### src/rtl/uart_ahb_pkg.sv
// Shared encodings, register map and FSM states for the UART AHB-Lite initiator.
package uart_ahb_pkg;

  localparam logic [1:0] HTRANS_IDLE   = 2'b00;
  localparam logic [1:0] HTRANS_NONSEQ = 2'b10;
  localparam logic [2:0] HSIZE_WORD    = 3'b010;

  localparam logic [7:0] DATA_OFS = 8'h00;
  localparam logic [7:0] STAT_OFS = 8'h04;

  localparam int unsigned TXFULL_BIT  = 1;
  localparam int unsigned RXEMPTY_BIT = 0;

  typedef enum logic [2:0] {
    ST_IDLE,
    ST_S_ADDR,
    ST_S_DATA,
    ST_X_ADDR,
    ST_X_DATA,
    ST_RESP
  } state_t;

endpackage

### src/rtl/uart_ahb_master_if.sv
// Command/response handshake plus AHB-Lite initiator signals of the UART master.
interface uart_ahb_master_if;

  logic        cmd_valid;
  logic        cmd_ready;
  logic        cmd_write;
  logic [7:0]  cmd_wdata;
  logic        rsp_valid;
  logic        rsp_ready;
  logic [7:0]  rsp_rdata;
  logic        rsp_err;
  logic [1:0]  HTRANS;
  logic [31:0] HADDR;
  logic        HWRITE;
  logic [2:0]  HSIZE;
  logic [31:0] HWDATA;
  logic [31:0] HRDATA;
  logic        HREADY;

  modport master (
    input  cmd_valid, cmd_write, cmd_wdata, rsp_ready, HRDATA, HREADY,
    output cmd_ready, rsp_valid, rsp_rdata, rsp_err,
    output HTRANS, HADDR, HWRITE, HSIZE, HWDATA
  );

  modport slave (
    output cmd_valid, cmd_write, cmd_wdata, rsp_ready, HRDATA, HREADY,
    input  cmd_ready, rsp_valid, rsp_rdata, rsp_err,
    input  HTRANS, HADDR, HWRITE, HSIZE, HWDATA
  );

endinterface

### src/rtl/uart_ahb_master.sv
// Byte command to AHB-Lite bridge: polls UART status, then does one data-register transfer.
module uart_ahb_master
  import uart_ahb_pkg::*;
#(
  parameter logic [31:0] BASE_ADDR = 32'h0000_0000,
  parameter int unsigned POLL_MAX  = 1024,
  parameter int unsigned POLL_W    = 11
) (
  input  logic              HCLK,
  input  logic              HRESET,
  uart_ahb_master_if.master bus
);

  localparam logic [31:0] STAT_ADDR = BASE_ADDR + 32'(STAT_OFS);
  localparam logic [31:0] DATA_ADDR = BASE_ADDR + 32'(DATA_OFS);

  state_t              r_state,       w_state_nxt;
  logic                r_cmd_write,   w_cmd_write_nxt;
  logic [7:0]          r_cmd_wdata,   w_cmd_wdata_nxt;
  logic [POLL_W-1:0]   r_poll_cnt,    w_poll_cnt_nxt;
  logic [1:0]          r_htrans,      w_htrans_nxt;
  logic [31:0]         r_haddr,       w_haddr_nxt;
  logic                r_hwrite,      w_hwrite_nxt;
  logic [31:0]         r_hwdata,      w_hwdata_nxt;
  logic                r_rsp_valid,   w_rsp_valid_nxt;
  logic [7:0]          r_rsp_rdata,   w_rsp_rdata_nxt;
  logic                r_rsp_err,     w_rsp_err_nxt;
  logic                w_stat_ok;

  // State and registered bus/response outputs
  always_ff @(posedge HCLK) begin
    if (HRESET) begin
      r_state     <= ST_IDLE;
      r_cmd_write <= 1'b0;
      r_cmd_wdata <= 8'h00;
      r_poll_cnt  <= '0;
      r_htrans    <= HTRANS_IDLE;
      r_haddr     <= 32'h0;
      r_hwrite    <= 1'b0;
      r_hwdata    <= 32'h0;
      r_rsp_valid <= 1'b0;
      r_rsp_rdata <= 8'h00;
      r_rsp_err   <= 1'b0;
    end else begin
      r_state     <= w_state_nxt;
      r_cmd_write <= w_cmd_write_nxt;
      r_cmd_wdata <= w_cmd_wdata_nxt;
      r_poll_cnt  <= w_poll_cnt_nxt;
      r_htrans    <= w_htrans_nxt;
      r_haddr     <= w_haddr_nxt;
      r_hwrite    <= w_hwrite_nxt;
      r_hwdata    <= w_hwdata_nxt;
      r_rsp_valid <= w_rsp_valid_nxt;
      r_rsp_rdata <= w_rsp_rdata_nxt;
      r_rsp_err   <= w_rsp_err_nxt;
    end
  end

  // Next state; address-phase outputs are computed from the state being entered
  always_comb begin
    w_state_nxt     = r_state;
    w_cmd_write_nxt = r_cmd_write;
    w_cmd_wdata_nxt = r_cmd_wdata;
    w_poll_cnt_nxt  = r_poll_cnt;
    w_htrans_nxt    = r_htrans;
    w_haddr_nxt     = r_haddr;
    w_hwrite_nxt    = r_hwrite;
    w_hwdata_nxt    = r_hwdata;
    w_rsp_valid_nxt = r_rsp_valid;
    w_rsp_rdata_nxt = r_rsp_rdata;
    w_rsp_err_nxt   = r_rsp_err;
    w_stat_ok       = r_cmd_write ? ~bus.HRDATA[TXFULL_BIT] : ~bus.HRDATA[RXEMPTY_BIT];

    unique case (r_state)
      ST_IDLE: begin
        if (bus.cmd_valid) begin
          w_state_nxt     = ST_S_ADDR;
          w_cmd_write_nxt = bus.cmd_write;
          w_cmd_wdata_nxt = bus.cmd_wdata;
          w_htrans_nxt    = HTRANS_NONSEQ;
          w_haddr_nxt     = STAT_ADDR;
          w_hwrite_nxt    = 1'b0;
        end
      end
      ST_S_ADDR: begin
        w_state_nxt    = ST_S_DATA;
        w_poll_cnt_nxt = r_poll_cnt + POLL_W'(1);
        w_htrans_nxt   = HTRANS_IDLE;
      end
      ST_S_DATA: begin
        if (bus.HREADY) begin
          if (w_stat_ok) begin
            w_state_nxt  = ST_X_ADDR;
            w_htrans_nxt = HTRANS_NONSEQ;
            w_haddr_nxt  = DATA_ADDR;
            w_hwrite_nxt = r_cmd_write;
          end else if (r_poll_cnt < POLL_W'(POLL_MAX)) begin
            w_state_nxt  = ST_S_ADDR;
            w_htrans_nxt = HTRANS_NONSEQ;
            w_haddr_nxt  = STAT_ADDR;
            w_hwrite_nxt = 1'b0;
          end else begin
            w_state_nxt     = ST_RESP;
            w_rsp_valid_nxt = 1'b1;
            w_rsp_err_nxt   = 1'b1;
            w_rsp_rdata_nxt = 8'h00;
          end
        end
      end
      ST_X_ADDR: begin
        w_state_nxt  = ST_X_DATA;
        w_htrans_nxt = HTRANS_IDLE;
        w_hwdata_nxt = r_cmd_write ? {24'h0, r_cmd_wdata} : 32'h0;
      end
      ST_X_DATA: begin
        if (bus.HREADY) begin
          w_state_nxt     = ST_RESP;
          w_rsp_valid_nxt = 1'b1;
          w_rsp_err_nxt   = 1'b0;
          w_rsp_rdata_nxt = r_cmd_write ? 8'h00 : bus.HRDATA[7:0];
        end
      end
      ST_RESP: begin
        if (bus.rsp_ready) begin
          w_state_nxt     = ST_IDLE;
          w_rsp_valid_nxt = 1'b0;
          w_poll_cnt_nxt  = '0;
          w_hwdata_nxt    = 32'h0;
        end
      end
      default: w_state_nxt = ST_IDLE;
    endcase
  end

  assign bus.cmd_ready = (r_state == ST_IDLE);
  assign bus.rsp_valid = r_rsp_valid;
  assign bus.rsp_rdata = r_rsp_rdata;
  assign bus.rsp_err   = r_rsp_err;
  assign bus.HTRANS    = r_htrans;
  assign bus.HADDR     = r_haddr;
  assign bus.HWRITE    = r_hwrite;
  assign bus.HSIZE     = HSIZE_WORD;
  assign bus.HWDATA    = r_hwdata;

endmodule

### src/flat_wrapper.sv
// flat-port wrapper written by rule: the top's interface ports become plain ports
module uart_ahb_master_flat import uart_ahb_pkg::*;
#(
  parameter logic [31:0] BASE_ADDR = 32'h0000_0000,
  parameter int unsigned POLL_MAX  = 1024,
  parameter int unsigned POLL_W    = 11
)
  (HCLK, HRESET, bus_cmd_valid, bus_cmd_write, bus_cmd_wdata, bus_rsp_ready, bus_HRDATA, bus_HREADY, bus_cmd_ready, bus_rsp_valid, bus_rsp_rdata, bus_rsp_err, bus_HTRANS, bus_HADDR, bus_HWRITE, bus_HSIZE, bus_HWDATA);
  uart_ahb_master_if bus_i ();
  input  logic HCLK;
  input  logic HRESET;
  input wire logic [$bits(bus_i.cmd_valid)-1:0] bus_cmd_valid;
  input wire logic [$bits(bus_i.cmd_write)-1:0] bus_cmd_write;
  input wire logic [$bits(bus_i.cmd_wdata)-1:0] bus_cmd_wdata;
  input wire logic [$bits(bus_i.rsp_ready)-1:0] bus_rsp_ready;
  input wire logic [$bits(bus_i.HRDATA)-1:0] bus_HRDATA;
  input wire logic [$bits(bus_i.HREADY)-1:0] bus_HREADY;
  output wire logic [$bits(bus_i.cmd_ready)-1:0] bus_cmd_ready;
  output wire logic [$bits(bus_i.rsp_valid)-1:0] bus_rsp_valid;
  output wire logic [$bits(bus_i.rsp_rdata)-1:0] bus_rsp_rdata;
  output wire logic [$bits(bus_i.rsp_err)-1:0] bus_rsp_err;
  output wire logic [$bits(bus_i.HTRANS)-1:0] bus_HTRANS;
  output wire logic [$bits(bus_i.HADDR)-1:0] bus_HADDR;
  output wire logic [$bits(bus_i.HWRITE)-1:0] bus_HWRITE;
  output wire logic [$bits(bus_i.HSIZE)-1:0] bus_HSIZE;
  output wire logic [$bits(bus_i.HWDATA)-1:0] bus_HWDATA;
  assign bus_i.cmd_valid = bus_cmd_valid;
  assign bus_i.cmd_write = bus_cmd_write;
  assign bus_i.cmd_wdata = bus_cmd_wdata;
  assign bus_i.rsp_ready = bus_rsp_ready;
  assign bus_i.HRDATA = bus_HRDATA;
  assign bus_i.HREADY = bus_HREADY;
  assign bus_cmd_ready = bus_i.cmd_ready;
  assign bus_rsp_valid = bus_i.rsp_valid;
  assign bus_rsp_rdata = bus_i.rsp_rdata;
  assign bus_rsp_err = bus_i.rsp_err;
  assign bus_HTRANS = bus_i.HTRANS;
  assign bus_HADDR = bus_i.HADDR;
  assign bus_HWRITE = bus_i.HWRITE;
  assign bus_HSIZE = bus_i.HSIZE;
  assign bus_HWDATA = bus_i.HWDATA;
  uart_ahb_master #(.BASE_ADDR(BASE_ADDR), .POLL_MAX(POLL_MAX), .POLL_W(POLL_W)) u_core (.HCLK(HCLK), .HRESET(HRESET), .bus(bus_i));
endmodule
### config.mk
export PLATFORM = sky130hd
export DESIGN_NAME = uart_ahb_master_flat
export DESIGN_NICKNAME = d
export VERILOG_FILES = /design/src/rtl/uart_ahb_pkg.sv /design/src/rtl/uart_ahb_master_if.sv /design/src/rtl/uart_ahb_master.sv /design/src/flat_wrapper.sv
export SDC_FILE = /design/constraint.sdc
export NUM_CORES = 1
export LEC_CHECK = 0
export ABC_CLOCK_PERIOD_IN_PS = 2640
export CAP_MARGIN = 20
export CELL_PAD_IN_SITES_DETAIL_PLACEMENT = 0
export CELL_PAD_IN_SITES_GLOBAL_PLACEMENT = 1
export CORE_ASPECT_RATIO = 1.5
export CORE_MARGIN = 2
export CORE_UTILIZATION = 29
export CTS_BUF_LIST = sky130_fd_sc_hd__clkbuf_8 sky130_fd_sc_hd__clkbuf_16
export DETAILED_ROUTE_END_ITERATION = 10
export PLACE_DENSITY_LB_ADDON = 0.1
export SLEW_MARGIN = 5
export SYNTH_ARGS = -nofsm -noshare
export SYNTH_HDL_FRONTEND = slang
export SYNTH_SLANG_ARGS = --single-unit
### constraint.sdc
create_clock -name HCLK -period 2.64 [get_ports HCLK]
set_input_delay 0.528 -clock HCLK [delete_from_list [all_inputs] [get_ports HCLK]]
set_output_delay 0.528 -clock HCLK [all_outputs]
set_load 0.01 [all_outputs]
* Yosys cells after proc, flatten, opt, wreduce, memory -nomap -nowiden *
Cells that the tools add are included.

word-level totals
  register bits after elaboration = 100
  bits of input ports = 46
  output and inout port bits = 81
  word-level logic and storage cells = 85

cells by class
  add/sub/neg operators = 1
  $lt $le $gt $ge = 1
  equal/unequal tests = 12
  multiplexer cells = 42
  bitwise gates (word level) = 2
  reductions and logical operators = 16

operators with widths
  kind                                                                    count
  32-bit 2-to-1 mux                                                       5
  32-bit case mux with 2 select lines                                     2
  8-bit 2-to-1 mux                                                        6
  11-bit case mux with 2 select lines                                     1
  3-bit 2-to-1 mux                                                        6
  3-bit case mux with 6 select lines                                      1
  8-bit case mux with 2 select lines                                      1
  2-bit inequality test (second input constant)                           6
  4-bit AND reduction                                                     3
  11-bit by 1-bit adder with 11-bit output (second input constant)        1
  11-bit < comparator (second input constant)                             1
  1-bit 2-to-1 mux                                                        11
  11-bit 2-to-1 mux                                                       1
  2-bit 2-to-1 mux                                                        4
  2-bit nonzero test                                                      4
  3-bit by 2-bit equality test with 1-bit output (second input constant)  2
  3-bit equality test (second input constant)                             2
  2-bit case mux with 3 select lines                                      1
  2-bit AND reduction                                                     3
  6-bit AND reduction                                                     1
  3-bit nonzero test                                                      2
  5-bit AND reduction                                                     1
  1-bit case mux with 2 select lines                                      2
  3-bit by 1-bit equality test with 1-bit output (second input constant)  1
  5 further kinds                                                         6

* Depth between registers and ports, before layout *
  word-level depth = 5
  gate-level depth with buffers = 6
  mapped depth without buffers = 5

* Worst setup path after synthesis *
No wires, ideal clock.

  kind = flip-flop to flip-flop
  start point = register u_core.r_state[1]
  end point = register u_core.r_poll_cnt[9]
  setup time = 0.070 ns
  arrival = 1.636 ns
  required time = 2.570 ns
  slack = 0.933 ns
  cell stages (with the launch flop) = 7
  path buffers = 2
  clock period less this slack = 1.707 ns
  cells stage by stage = dfxtp_1 -> buf_6 -> nand2b_4 -> buf_6 -> or3_4 -> or4_1 -> a21oi_1

on the way
  word-level cells in the longest chain between the ends = 3
  elaborated cells on any way between the ends = 6
  those cells by class = eq/ne (3); mux (1); reduce/logical (2)

ends and longest elaborated chain
  element                                                                                RTL line               source
  start, declared                                                                        uart_ahb_master.sv:17  state_t r_state, w_state_nxt;
  start signal, assigned                                                                 uart_ahb_master.sv:45  r_state <= w_state_nxt;
  3-bit equality test or 3-bit by 1-bit equality test with 1-bit output (tied branches)  uart_ahb_master.sv:74  unique case (r_state)
  2-bit inequality test (no source line) or 2-bit nonzero test (tied branches)           -
  2-bit AND reduction (no source line)                                                   -
  end signal, assigned                                                                   uart_ahb_master.sv:48  r_poll_cnt <= w_poll_cnt_nxt;
  end, declared                                                                          uart_ahb_master.sv:20  logic [POLL_W-1:0] r_poll_cnt, w_poll_cnt_nxt;

Parallel ways exist; a longest one is shown, timed or not.
A chain may end at the register's enable or synchronous reset.

* Worst setup path in the final report *
  start point = register u_core.r_state[2]
  end point = output port bus_cmd_ready

on the way
  word-level cells in the longest chain between the ends = 1

ends and longest elaborated chain
  element            RTL line                source
  3-bit logical NOT  uart_ahb_master.sv:135  assign bus.cmd_ready = (r_state == ST_IDLE);
  end, declared      flat_wrapper.sv:18      output wire logic [$bits(bus_i.cmd_ready)-1:0] bus_cmd_ready;

No other way between the ends.

==> results.tsv <==
stage	metric	value	unit
status	run status	finished, final reports clean	
synthesis	#FFs+latches synth	44	
clocking	Num Clock Sinks	44	
pwr	P per Cell Area	556	nW/um2
critical_path	Reg2Reg Depth	3	
clocking	clk slew on worst S/H paths	60	ps
synthesis	Mapped Avg Cell Area	8.35	um2
sta	Tcrit/Tclk final	78.3	%
grt	initial antenna violation count	0	
detailed_routing	total routed wirelength	5040	um
clocking	# hold bufs at CTS	0	
sta	max_slew headroom	50.7	%
place	area post-placement	2590	um2
clocking	Longest Clk Path Bufs	2	
floorplan	Initial Util	29.9	%
run	Max Cap Viol	0	
synthesis	sequential area share after synthesis	38.7	%
grt	largest net degree at the start of global routing	17	
clocking	Clk Tree Root Cell	clkbuf_16	
finish	Area Overhead vs Synth	20.2	%
critical_path	Critical Path Source Type	flip-flop	
place	IO buf count	43	
critical_path	CP Data Required Time	2110	ps
floorplan	die width	76.4	um
synthesis	Synth Cell Area	2280	um2
detailed_routing	DR vias	1740	
finish	antenna cells	0	
pwr	worst vdd ir	295	uV
sta	RSZ-0062 raised after global routing	false	
sta	Worst Max-Slew Pin Slew	737	ps
floorplan	std cell rows	39	
sta	clock skew	3.16	ps
synthesis	number of synthesized flops with an enable pin	0	
pwr	Sw Ratio	25.2	%
floorplan	io pins	127	
synthesis	most frequent cell after synthesis	buf_4	
pwr	net switching power figure	0.383	mW
synthesis	post-synth cell types	41	
critical_path	Worst Setup End Kind	primary output	
finish	layout cells sized above 1	6.01	%
grt	global route total overflow	0	
clocking	Num CTS Buffers	5	
critical_path	CP Class	reg -> out	
detailed_routing	DRC viols	0	
finish	FILL cells	856	
floorplan	Die Height	113	um
sta	Peak Freq	0.484	GHz
critical_path	worst-path fanout max	14	
detailed_routing	1st-iter DRT viols	59	
detailed_routing	antenna-violating nets left	0	
sta	Final Critical Period	2070	ps
sta	final setup fails	0	
critical_path	Critical Path AT	1540	ps
worst_hold_path	hold path depth	2	
finish	fin cells	418	
sta	Final TNS setup	0	ps
grt	first-pass GRT wire length	8040	um
clocking	post-CTS setup buffer count	0	
synthesis	top cells by count, synth	59 x buf_4, 44 x dfxtp_1, 38 x nand2_1	
place	global placer's final weighted congestion	0.713	
place	DP HPWL	3850	um
worst_hold_path	min-delay worst type	reg -> reg	
detailed_routing	DRT Pass-1 Iters	4	
synthesis	Syn Inst Count	273	
pwr	combinational share of power	13.3	%
clocking	CTS HTree Levels	2	
clocking	clk_lat worst skew	280	ps
grt	vias in the first global route	1592	
grt	Total GRT Usage	11.7	%
sta	fin. max-slew vios	0	
detailed_routing	vias per cell	4.16	
synthesis	Most used DFF post-synth	dfxtp_1	
place	Placed Cells	410	
pwr	Clk pwr share	40.3	%
floorplan	Die Area	8600	um2
synthesis	top post-synthesis cells by area	dfxtp_1 39%, buf_4 19%, nand2_1 6.3%, a21oi_1 4.4%, nand3_1 3.5%	
synthesis	Synth top area share	38.7	%
pwr	leak pwr	1.06	nW
detailed_routing	DR WL/cell	12.1	um
synthesis	synth warn	0	
pwr	register share of total power	46.4	%
clocking	post-CTS sizing	0	
synthesis	ys async rst share	0	%
clocking	TritonCTS clock tree	done	
finish	nets@finish	362	
sta	Final Hold Viols	0	
pwr	cell internal pwr	1.14	mW
synthesis	area leader, netlist	dfxtp_1	
floorplan	core footprint	7610	um2
finish	Final Cell Area	2740	um2
-- cell families after synthesis --
kind of cell,synth area share (%)
compound gates,14.6
xor+xnor,1.92
fa+ha+maj,0.549
buf+inv,22.6
flops,38.7
mux,0.934
other cells,0.330
simple gates,20.5
-- path summary, 6_finish.rpt --
path	to	slack (ps)	start
setup reg to reg	u_core.bus.rsp_rdata[2]$_SDFFE_PP0P_	740	u_core.r_state[2]$_SDFFE_PP0P_
hold reg to reg	u_core.bus.rsp_err$_SDFFE_PP0P_	450	u_core.bus.rsp_err$_SDFFE_PP0P_
hold / removal	u_core.bus.rsp_err$_SDFFE_PP0P_	450	u_core.bus.rsp_err$_SDFFE_PP0P_
setup / recovery	bus_cmd_ready	570	u_core.r_state[2]$_SDFFE_PP0P_
-- critical path, stage by stage, from the launching register on --
cell	delay [ps]
dfxtp_1	430
nor3_1	250
clkdlybuf4s50_1	580
-- cell type report --
class	count	area (um2)	area share, %
clock inverters	2	7.51	0.274
well taps	102	128	4.66
flip-flops and latches	44	881	32.2
clock buffers	6	139	5.07
repair buffers	49	475	17.4
inverters	3	11.3	0.411
multi-input cells	212	1100	40.1
-- cell usage in the layout (no fill, tap or decap), types with 2 or more instances in the layout --
| master | count |
|---|---|
| conb_1 | 59 |
| dfxtp_1 | 44 |
| clkdlybuf4s50_1 | 43 |
| nand2_1 | 38 |
| a21oi_1 | 20 |
| nand3_1 | 16 |
| o21ai_0 | 10 |
| nor2_1 | 9 |
| a22o_1 | 8 |
| buf_4 | 6 |
| nor3_1 | 5 |
| inv_1 | 5 |
| clkbuf_16 | 5 |
| xnor2_1 | 4 |
| nand2b_1 | 3 |
| nor2b_1 | 3 |
| or3_1 | 3 |
| nand4_1 | 3 |
| o31ai_1 | 3 |
| nor4_1 | 3 |
| a31o_2 | 2 |
| a211oi_1 | 2 |
| or4_1 | 2 |
| a22oi_1 | 2 |
-- state kept, by name (all words and copies together) (netlist names) --
register and count:
u_core.r_cmd_wdata 8, u_core.r_state 3, u_core.bus.HTRANS 1, u_core.bus.HWDATA 8
u_core.bus.rsp_err 1, u_core.r_poll_cnt 11, u_core.bus.rsp_rdata 8, u_core.bus.rsp_valid 1
u_core.bus.HADDR 1, u_core.bus.HWRITE 1, u_core.r_cmd_write 1
-- per-stage QoR --
step                      setup slack [ps]  hold slack [ps]  total power [mW]  utilization, %
after global placement                 311              443             0.926            34.1
after global routing                   423              473              1.61            36.0
final                                  574              452              1.52            36.0
after detailed placement               360              447             0.926            34.1
after CTS                              534              457              1.55            36.0
after floorplan                        933              437             0.909               -
-- metal layers --
| layer | GRT usage, % | vias to the layer above | wire length, um |
|---|---|---|---|
| met5 | 0 | - | 0 |
| li1 | - | 904 | - |
| met1 | 13.6 | 789 | 2140 |
| met4 | 4.36 | 0 | 78 |
| met3 | 2.49 | 5 | 157 |
| met2 | 21.1 | 42 | 2670 |
-- power by group through the flow --
stage / logic, mW / clock network [mW] / registers (mW)
2_1_floorplan: 0.192 / 0 / 0.717
3_5_place_dp: 0.206 / 0 / 0.720
3_3_place_gp: 0.205 / 0 / 0.720
5_1_grt: 0.227 / 0.670 / 0.708
4_1_cts: 0.206 / 0.640 / 0.705
6_report: 0.203 / 0.613 / 0.705
No activity file was read; power rests on OpenSTA's default activity.
